**config.mk**
```make
export PLATFORM = sky130hd
export DESIGN_NAME = spram_param
export DESIGN_NICKNAME = d
export VERILOG_FILES = /design/src/rtl/spram_pkg.sv /design/src/rtl/spram_array.sv /design/src/rtl/spram_param.sv
export SDC_FILE = /design/constraint.sdc
export NUM_CORES = 1
export LEC_CHECK = 0
export BUFFER_PORTS_ARGS = -buffer_cell sky130_fd_sc_hd__buf_2
export CORE_MARGIN = 5
export CORE_UTILIZATION = 40
export DETAILED_ROUTE_END_ITERATION = 6
export GPL_TIMING_DRIVEN = 0
export PLACE_DENSITY = 0.69
export SYNTH_ARGS = -nofsm -noshare
export SYNTH_HDL_FRONTEND = slang
export SYNTH_SLANG_ARGS = --single-unit
export TNS_END_PERCENT = 5
```
**constraint.sdc**
```tcl
create_clock -name clk -period 2.1 [get_ports clk]
set_input_delay 0.105 -clock clk [delete_from_list [all_inputs] [get_ports clk]]
set_output_delay 0.105 -clock clk [all_outputs]
set_load 0.01 [all_outputs]
```
**src/rtl/spram_pkg.sv**
```systemverilog
// spram_pkg: shared types, latency constants and byte-parity helper for spram_param.
package spram_pkg;

  typedef enum logic {
    INIT,
    RUN
  } state_t;

  localparam int unsigned READ_LAT_MIN = 1;
  localparam int unsigned READ_LAT_MAX = 2;

  // Even parity of one byte: the stored bit makes the 9-bit lane XOR to zero.
  function automatic logic byte_par(input logic [7:0] b);
    return ^b;
  endfunction

endpackage

```
**src/rtl/spram_array.sv**
```systemverilog
// spram_array: raw word storage with per-lane write enable and a registered,
// hold-until-next-read output. Out-of-range addresses drop writes and read zero.
module spram_array #(
  parameter int unsigned LANE_W = 8,
  parameter int unsigned NB     = 1,
  parameter int unsigned DEPTH  = 16,
  parameter int unsigned ADDR_W = 4
) (
  input  logic                   clk,
  input  logic                   rst,
  input  logic [NB-1:0]          wen,
  input  logic                   re,
  input  logic [ADDR_W-1:0]      addr,
  input  logic [NB*LANE_W-1:0]   wdata,
  output logic [NB*LANE_W-1:0]   rdata
);

  localparam logic [ADDR_W:0] DEPTH_V = (ADDR_W+1)'(DEPTH);

  logic [NB*LANE_W-1:0] mem [DEPTH];
  logic                 in_range;

  assign in_range = ({1'b0, addr} < DEPTH_V);

  // Per-lane write; storage itself is not reset (the init sequencer clears it).
  always_ff @(posedge clk) begin
    for (int unsigned k = 0; k < NB; k++) begin
      if (wen[k] && in_range) begin
        mem[addr][k*LANE_W +: LANE_W] <= wdata[k*LANE_W +: LANE_W];
      end
    end
  end

  // Registered read, updated only on a read so the word holds between responses.
  always_ff @(posedge clk) begin
    if (rst) begin
      rdata <= '0;
    end else if (re) begin
      rdata <= in_range ? mem[addr] : '0;
    end
  end

endmodule

```
**src/rtl/spram_param.sv**
```systemverilog
// spram_param: parametrised single-port RAM with valid/ready requests, byte
// enables, READ_LAT of 1 or 2, and a clear-on-reset init sequencer.
// Optional feature: define SPRAM_PARITY_EN to store and check per-byte even parity.
module spram_param
  import spram_pkg::*;
#(
  parameter int unsigned DATA_W   = 8,
  parameter int unsigned DEPTH    = 16,
  parameter int unsigned ADDR_W   = $clog2(DEPTH),
  parameter int unsigned READ_LAT = 1
) (
  input  logic                clk,
  input  logic                rst,
  input  logic                req_valid,
  output logic                req_ready,
  input  logic                req_we,
  input  logic [ADDR_W-1:0]   req_addr,
  input  logic [DATA_W-1:0]   req_wdata,
  input  logic [DATA_W/8-1:0] req_be,
  input  logic                req_err_inj,
  output logic                rsp_valid,
  output logic [DATA_W-1:0]   rsp_rdata,
  output logic                init_done,
  output logic                par_err
);

  localparam int unsigned NB = DATA_W / 8;
`ifdef SPRAM_PARITY_EN
  localparam int unsigned LANE_W = 9;
`else
  localparam int unsigned LANE_W = 8;
`endif
  localparam int unsigned MEM_W = NB * LANE_W;
  localparam logic [ADDR_W-1:0] LAST = ADDR_W'(DEPTH - 1);

  state_t              state, state_nx;
  logic [ADDR_W-1:0]   init_cnt;
  logic                accept;
  logic [NB-1:0]       arr_wen;
  logic                arr_re;
  logic [ADDR_W-1:0]   arr_addr;
  logic [MEM_W-1:0]    arr_wdata;
  logic [MEM_W-1:0]    wword;
  logic [MEM_W-1:0]    rd_word;
  logic [DATA_W-1:0]   rd_data;
  logic                mism;
  logic                v1;

`ifndef SPRAM_PARITY_EN
  logic unused_err_inj;
  assign unused_err_inj = req_err_inj;
`endif

  assign req_ready = (state == RUN);
  assign init_done = (state == RUN);
  assign accept    = req_valid && req_ready;

  // State register.
  always_ff @(posedge clk) begin
    if (rst) state <= INIT;
    else     state <= state_nx;
  end

  // Leave INIT on the cycle the clear counter writes the last location.
  always_comb begin
    state_nx = state;
    if (state == INIT && init_cnt == LAST) state_nx = RUN;
  end

  // Clear-address counter; parks at the last address until the next reset.
  always_ff @(posedge clk) begin
    if (rst) begin
      init_cnt <= '0;
    end else if (state == INIT && init_cnt != LAST) begin
      init_cnt <= init_cnt + ADDR_W'(1);
    end
  end

  // Pack request bytes into storage lanes, appending parity when compiled in.
  always_comb begin
    wword = '0;
    for (int unsigned k = 0; k < NB; k++) begin
      wword[k*LANE_W +: 8] = req_wdata[k*8 +: 8];
`ifdef SPRAM_PARITY_EN
      wword[k*LANE_W + 8] = byte_par(req_wdata[k*8 +: 8]) ^ req_err_inj;
`endif
    end
  end

  // Port mux: the init sequencer owns the array in INIT, requests own it in RUN.
  always_comb begin
    arr_wen   = '0;
    arr_re    = 1'b0;
    arr_addr  = req_addr;
    arr_wdata = wword;
    if (state == INIT) begin
      arr_wen   = '1;
      arr_addr  = init_cnt;
      arr_wdata = '0;
    end else if (accept) begin
      arr_wen = req_we ? req_be : '0;
      arr_re  = !req_we;
    end
  end

  spram_array #(
    .LANE_W (LANE_W),
    .NB     (NB),
    .DEPTH  (DEPTH),
    .ADDR_W (ADDR_W)
  ) u_array (
    .clk   (clk),
    .rst   (rst),
    .wen   (arr_wen),
    .re    (arr_re),
    .addr  (arr_addr),
    .wdata (arr_wdata),
    .rdata (rd_word)
  );

  // Unpack the read word and recompute parity across all lanes.
  always_comb begin
    rd_data = '0;
    mism    = 1'b0;
    for (int unsigned k = 0; k < NB; k++) begin
      rd_data[k*8 +: 8] = rd_word[k*LANE_W +: 8];
`ifdef SPRAM_PARITY_EN
      mism = mism | (byte_par(rd_word[k*LANE_W +: 8]) ^ rd_word[k*LANE_W + 8]);
`endif
    end
  end

  // First response stage tracks the array's registered read.
  always_ff @(posedge clk) begin
    if (rst) v1 <= 1'b0;
    else     v1 <= arr_re;
  end

  if (READ_LAT >= READ_LAT_MAX) begin : g_lat2
    logic              v2;
    logic [DATA_W-1:0] d2;
    logic              p2;

    // Output register stage; data and parity flag hold between responses.
    always_ff @(posedge clk) begin
      if (rst) begin
        v2 <= 1'b0;
        d2 <= '0;
        p2 <= 1'b0;
      end else begin
        v2 <= v1;
        if (v1) begin
          d2 <= rd_data;
          p2 <= mism;
        end
      end
    end

    assign rsp_valid = v2;
    assign rsp_rdata = d2;
    assign par_err   = v2 & p2;
  end else begin : g_lat1
    assign rsp_valid = v1;
    assign rsp_rdata = rd_data;
    assign par_err   = v1 & mism;
  end

endmodule

```
Yosys cells after proc, flatten, opt, wreduce, memory -nomap -nowiden
Memory sizes are Yosys's and may differ from the RTL's. A register that Yosys moved wholly into a read port is not among the register bits. Index checks and enable logic that the tools add are counted.

Reductions and logical operators: 4. $add $sub $neg: 1. Equality and inequality tests: 2. Mux-type cells: 9. Bitwise gates (word level): 1.

Operators by type and width (number): 2-to-1 mux 8 bit (1); 2-to-1 mux 1 bit (7); adder 4 x 1 -> 4 bit, second input constant (1); == test 4 bit, second input constant (1); 2-to-1 mux 4 bit (1); inequality test 4 bit, second input constant (1); logical AND 1 bit (3); zero test 1 bit (1); NOT 1 bit (1).

Memory bits (writable): 128. Logic and storage cells: 21. Input port bits: 18. Flip-flop bits (word level): 6. Output and inout bits: 12. Memories: 1.

Memory list: u_array.mem (depth 16, bits a word 8, rd ports 1, clocked after Yosys merged registers in 1, write ports 1, line spram_array.sv:20) `logic [NB*LANE_W-1:0] mem [DEPTH];`.

Longest topological paths before layout
Depth in word-level cells: 5. Mapped depth: 9. Mapped depth without buffers: 5.

Hierarchy
From an unflattened synthesis, not the netlist that was laid out.

Cell total of the unflattened synthesis: 340. Area, all modules: 5733.0 sq um.

By module, submodules not included: spram_array (sequential area each 4003.8 sq um, cells each 296, instances 1, area an instance 5337.6 sq um); spram_param (sequential area each 120.1 sq um, cells each 44, instances 1, area an instance 395.4 sq um).

Worst setup path before layout
No wires, ideal clock.

Path type: register -> register. Start point: register state (netlist: init_done). End point: memory u_array.mem[0][0] in the netlist's numbering (enable). Setup slack: -0.060 ns. Buffers on the path: 3. Data required time: 1.730 ns. Setup time: 0.370 ns. Data arrival time: 1.790 ns. Cell stages (with the launch flop): 8. Clock period less this slack: 2.160 ns. Cells stage by stage: dfxtp_1 -> buf_6 -> nor3b_2 -> buf_2 -> or2_1 -> buf_2 -> nand2_1 -> nor2_1.

Word-level cells in the longest chain between the ends: 5. Elaborated cells on any way between the ends: 6. Classes of those cells: 5 x mux; 1 x reduce/logical.

Ends and longest elaborated chain: start, declared (line spram_param.sv:36) `state_t state, state_nx;`; start signal, assigned (line spram_param.sv:61) `else state <= state_nx;`; logical AND 1 bit (line spram_param.sv:56) `assign accept = req_valid && req_ready;`; 2-to-1 mux 1 bit (line spram_param.sv:100) `end else if (accept) begin`; 2-to-1 mux 1 bit (line spram_param.sv:96) `if (state == INIT) begin`; 2-to-1 mux 1 bit (line spram_array.sv:28) `if (wen[k] && in_range) begin`; 2-to-1 mux 1 bit (not written as such) (line spram_array.sv:29) `mem[addr][k*LANE_W +: LANE_W] <= wdata[k*LANE_W +: LANE_W];`; end, declared (line spram_array.sv:20).

Several ways; a longest one is shown, not always the timed one.

Final worst setup path
Start point: register state (netlist: init_done). End point: register u_array.rdata[1] (read register of u_array.mem).

Word-level cells in the longest chain between the ends: 3. Elaborated cells on any way between the ends: 4. Classes of those cells: 3 x mux; 1 x reduce/logical.

Ends and longest elaborated chain: logical AND 1 bit (line spram_param.sv:56); 2-to-1 mux 1 bit (line spram_param.sv:100); 2-to-1 mux 1 bit (line spram_param.sv:96); end, declared (line spram_array.sv:15) `output logic [NB*LANE_W-1:0] rdata`.

Several ways; a longest one is shown, not always the timed one. A chain may end at the register's enable or synchronous reset.

==> out/metrics.cfg <==
[timing]
fin_worst_skew_ps=9.39
finalCriticalPeriod_ps=2100
slew_violations=0
setup_tns_ps=0
tightest_slew_ps=780
finalWorstSetupSlack_ps=0.416
hold_viol_final=0
rsz0062_at_grt=yes
finalCritPeriodShare_pct=100
timing.fmax_ghz=0.476
setup_viol=0
slew-limit-headroom_pct=47.4

[finish]
final_core_util_pct=53.9
drive_gt1_share_pct=34.0
syn_to_final_growth_pct=32.4
diodes=0
stdcell_count=699
fin_nets=521
final_common_cell=edfxtp_1
final_cell_mix=edfxtp_1 (128), o21a_1 (51), o21ai_0 (30)
fin_area_um2=7830

[synth]
synth_nets=442
syn_inst=423
syn_area_per_cell_um2=14.0
ys_ff_latch=142
ys.flop_type=edfxtp_1
syn_area_um2=5920
async_flop_share_pct=0
ys_seq_area_share_pct=69.7
ys_types=49
yosys_warnings=0
synth_edf_count=128

[floorplanning]
core_area_um2=14500
fp.dieH_um=132
die-area_um2=17300
io_pins=30
start_util_pct=40.7
rows=44
die_w_um=132

[clock_network]
clockRootBuffer=clkbuf_16
cts_tree=yes
path_clk_slew_ps=60
clk_path_buf_depth=2
clock_sinks=142
clock_latency_ps=430
numCtsBuffers=17
cts-htree-levels=4

[global_routing]
grt_pass1_vias=3975
antenna_found_initial=1
grt_usage_pct=17.7
grt_pass1_wl_um=23100
overflow=0
grt_max_degree=17

[run]
cap_violations=0

[power_and_ir_drop]
clockPowerShare_pct=44.9
p_switching_mw=1.46
peakVddDrop_mv=0.541
swShare_pct=22.0
internal_power_mw=5.17
power_density_nw_per_um2=847
p_leak_nw=2.74
seqPwrFrac_pct=47.1
combinationalPowerShare_pct=8.0

[drt]
wl_per_cell_um=22.5
wl_um=15800
vias=4076
drt_pass1_iterations=5
ant_nets=0
drtIter0Drc=377
drcViolationCount=0
vias_per_cell=5.83

[place]
dp_cells=634
hpwl_um=9420
place_worst_setup_slack_ps=-798
gp_congestion=0.825
io_buffers=27
dpl_cell_area_um2=6280

[worst_hold_path]
min_path_type=in2reg
hold_path_depth=4

[worst_setup_path]
crit_chain=clkbuf_16 -> nor3b_4 -> buf_6 -> buf_8 -> o21a_1 -> nor4_4 -> o22ai_2 -> o31a_1
crit_cells=8
worstPathMaxFanout=10
cp-start-kind=flop
worstPathRequired_ps=2420
ff2ff_path_depth=8
cp_num_buf_inv=3
cp_slowest_cell=dfxtp_4
crit_family=compound AO/OA/AOI/OAI gates
cpPeakStageDelay_ps=360
crit_path_end_kind=flop
worstPathArrival_ps=2420
crit_type=reg2reg

[outcome]
status=complete, no violations

==> sequential cells by signal (all words and copies together) (netlist names) <==
signal / flops
init_done: 1
u_array.mem: 128
rsp_valid: 1
u_array.rdata: 8
init_cnt: 4
==> metal layers <==
layer | global-route usage, % | routed length (µm) | vias to the layer above
met1 | 22.3 | 6300 | 2044
li1 | - | - | 1807
met2 | 28.2 | 7750 | 186
met4 | 8.23 | 498 | 0
met5 | 0 | 0 | -
met3 | 5.01 | 1210 | 39
==> power by group through the flow <==
stage	clock [mW]	sequential, mW	combinational (mW)
global route	3.12	3.13	0.560
global placement	0	3.18	0.340
finish	2.98	3.13	0.529
floorplan	0	3.18	0.230
detailed placement	0	3.18	0.349
CTS	2.99	3.13	0.451
==> final cells by class <==
type	count	area, µm²
plain buffers	28	284
clock buffers	23	478
clock inverters	9	110
fillers	1106	6700
inverters	1	3.75
multi-input cells	246	1960
flip-flops and latches	142	4140
well taps	184	230
repair buffers	66	631
==> worst reg2reg max path: stages (launching register included) <==
cell and delay [ps]:
dfxtp_4 360, clkbuf_16 160, nor3b_4 160, buf_6 150, buf_8 150, o21a_1 200, nor4_4 320, o22ai_2 150
o31a_1 340
==> worst paths after layout <==
kind	to	start	slack [ps]
min	u_array.rdata[0]	req_addr[3]	230
max	u_array.rdata[1]	init_done	0.4
max reg2reg	u_array.rdata[1]	init_done	0.4
min reg2reg	u_array.rdata[0]	u_array.rdata[0]	510
==> timing repair <==
action                                  CTS  global route
gates cloned                              0             4
endpoints found under the setup margin  168           152
resized for setup                        76            52
pin swaps                                25            24
endpoints found under the hold margin     2             0
hold buffers                              3             0
buffers inserted                         18            14
==> per-stage QoR <==
stage,power [mW],hold WS [ps]
after detailed placement,3.53,312
after global routing,6.81,272
after floorplan,3.40,183
after global placement,3.52,302
after CTS,6.57,205
final,6.63,234
==> cells by family (layout without fill, tap and decap cells) <==
| family | Yosys count | in the layout | share of synthesized area, % |
|---|---|---|---|
| xor gates and xnor gates | 2 | 2 | 0.296 |
| adders and majority gates | 1 | 1 | 0.211 |
| AOI/OAI and AO/OA | 147 | 147 | 16.5 |
| DFF | 142 | 142 | 69.7 |
| muxes | 3 | 3 | 0.719 |
| and+or+nand+nor | 92 | 92 | 9.01 |
| buffers and inverters | 35 | 127 | 3.51 |
| other | 1 | 1 | 0.0634 |
==> cell usage after synthesis (2+ instances only) <==
cell,number,share of area [%]
and2_1,8,0.85
o31a_1,5,0.74
nand2b_1,2,0.21
a41oi_1,2,0.30
a31oi_1,2,0.21
a22oi_1,16,2.0
clkbuf_1,6,0.38
nand4_1,2,0.21
or4_1,2,0.25
and4_1,5,0.74
or2_1,4,0.42
nand3_1,2,0.17
dfxtp_1,14,4.7
a221oi_1,2,0.30
nor3b_2,3,0.63
nor4_1,5,0.53
a311oi_1,2,0.30
o21a_1,51,6.5
nor2_1,35,2.2
nand2_1,8,0.51
and3b_1,2,0.30
o21ai_0,31,2.6
mux2i_1,2,0.34
edfxtp_1,128,65
o22ai_1,5,0.53
a22o_1,2,0.30
buf_6,4,0.76
nor3_1,2,0.17
buf_4,7,0.89
a21o_1,3,0.38
o21ai_1,17,1.4
buf_2,16,1.4
nor4b_1,5,0.74
a21oi_1,7,0.59
or4b_1,2,0.34
Note: power is estimated with default switching activity, not from simulation.
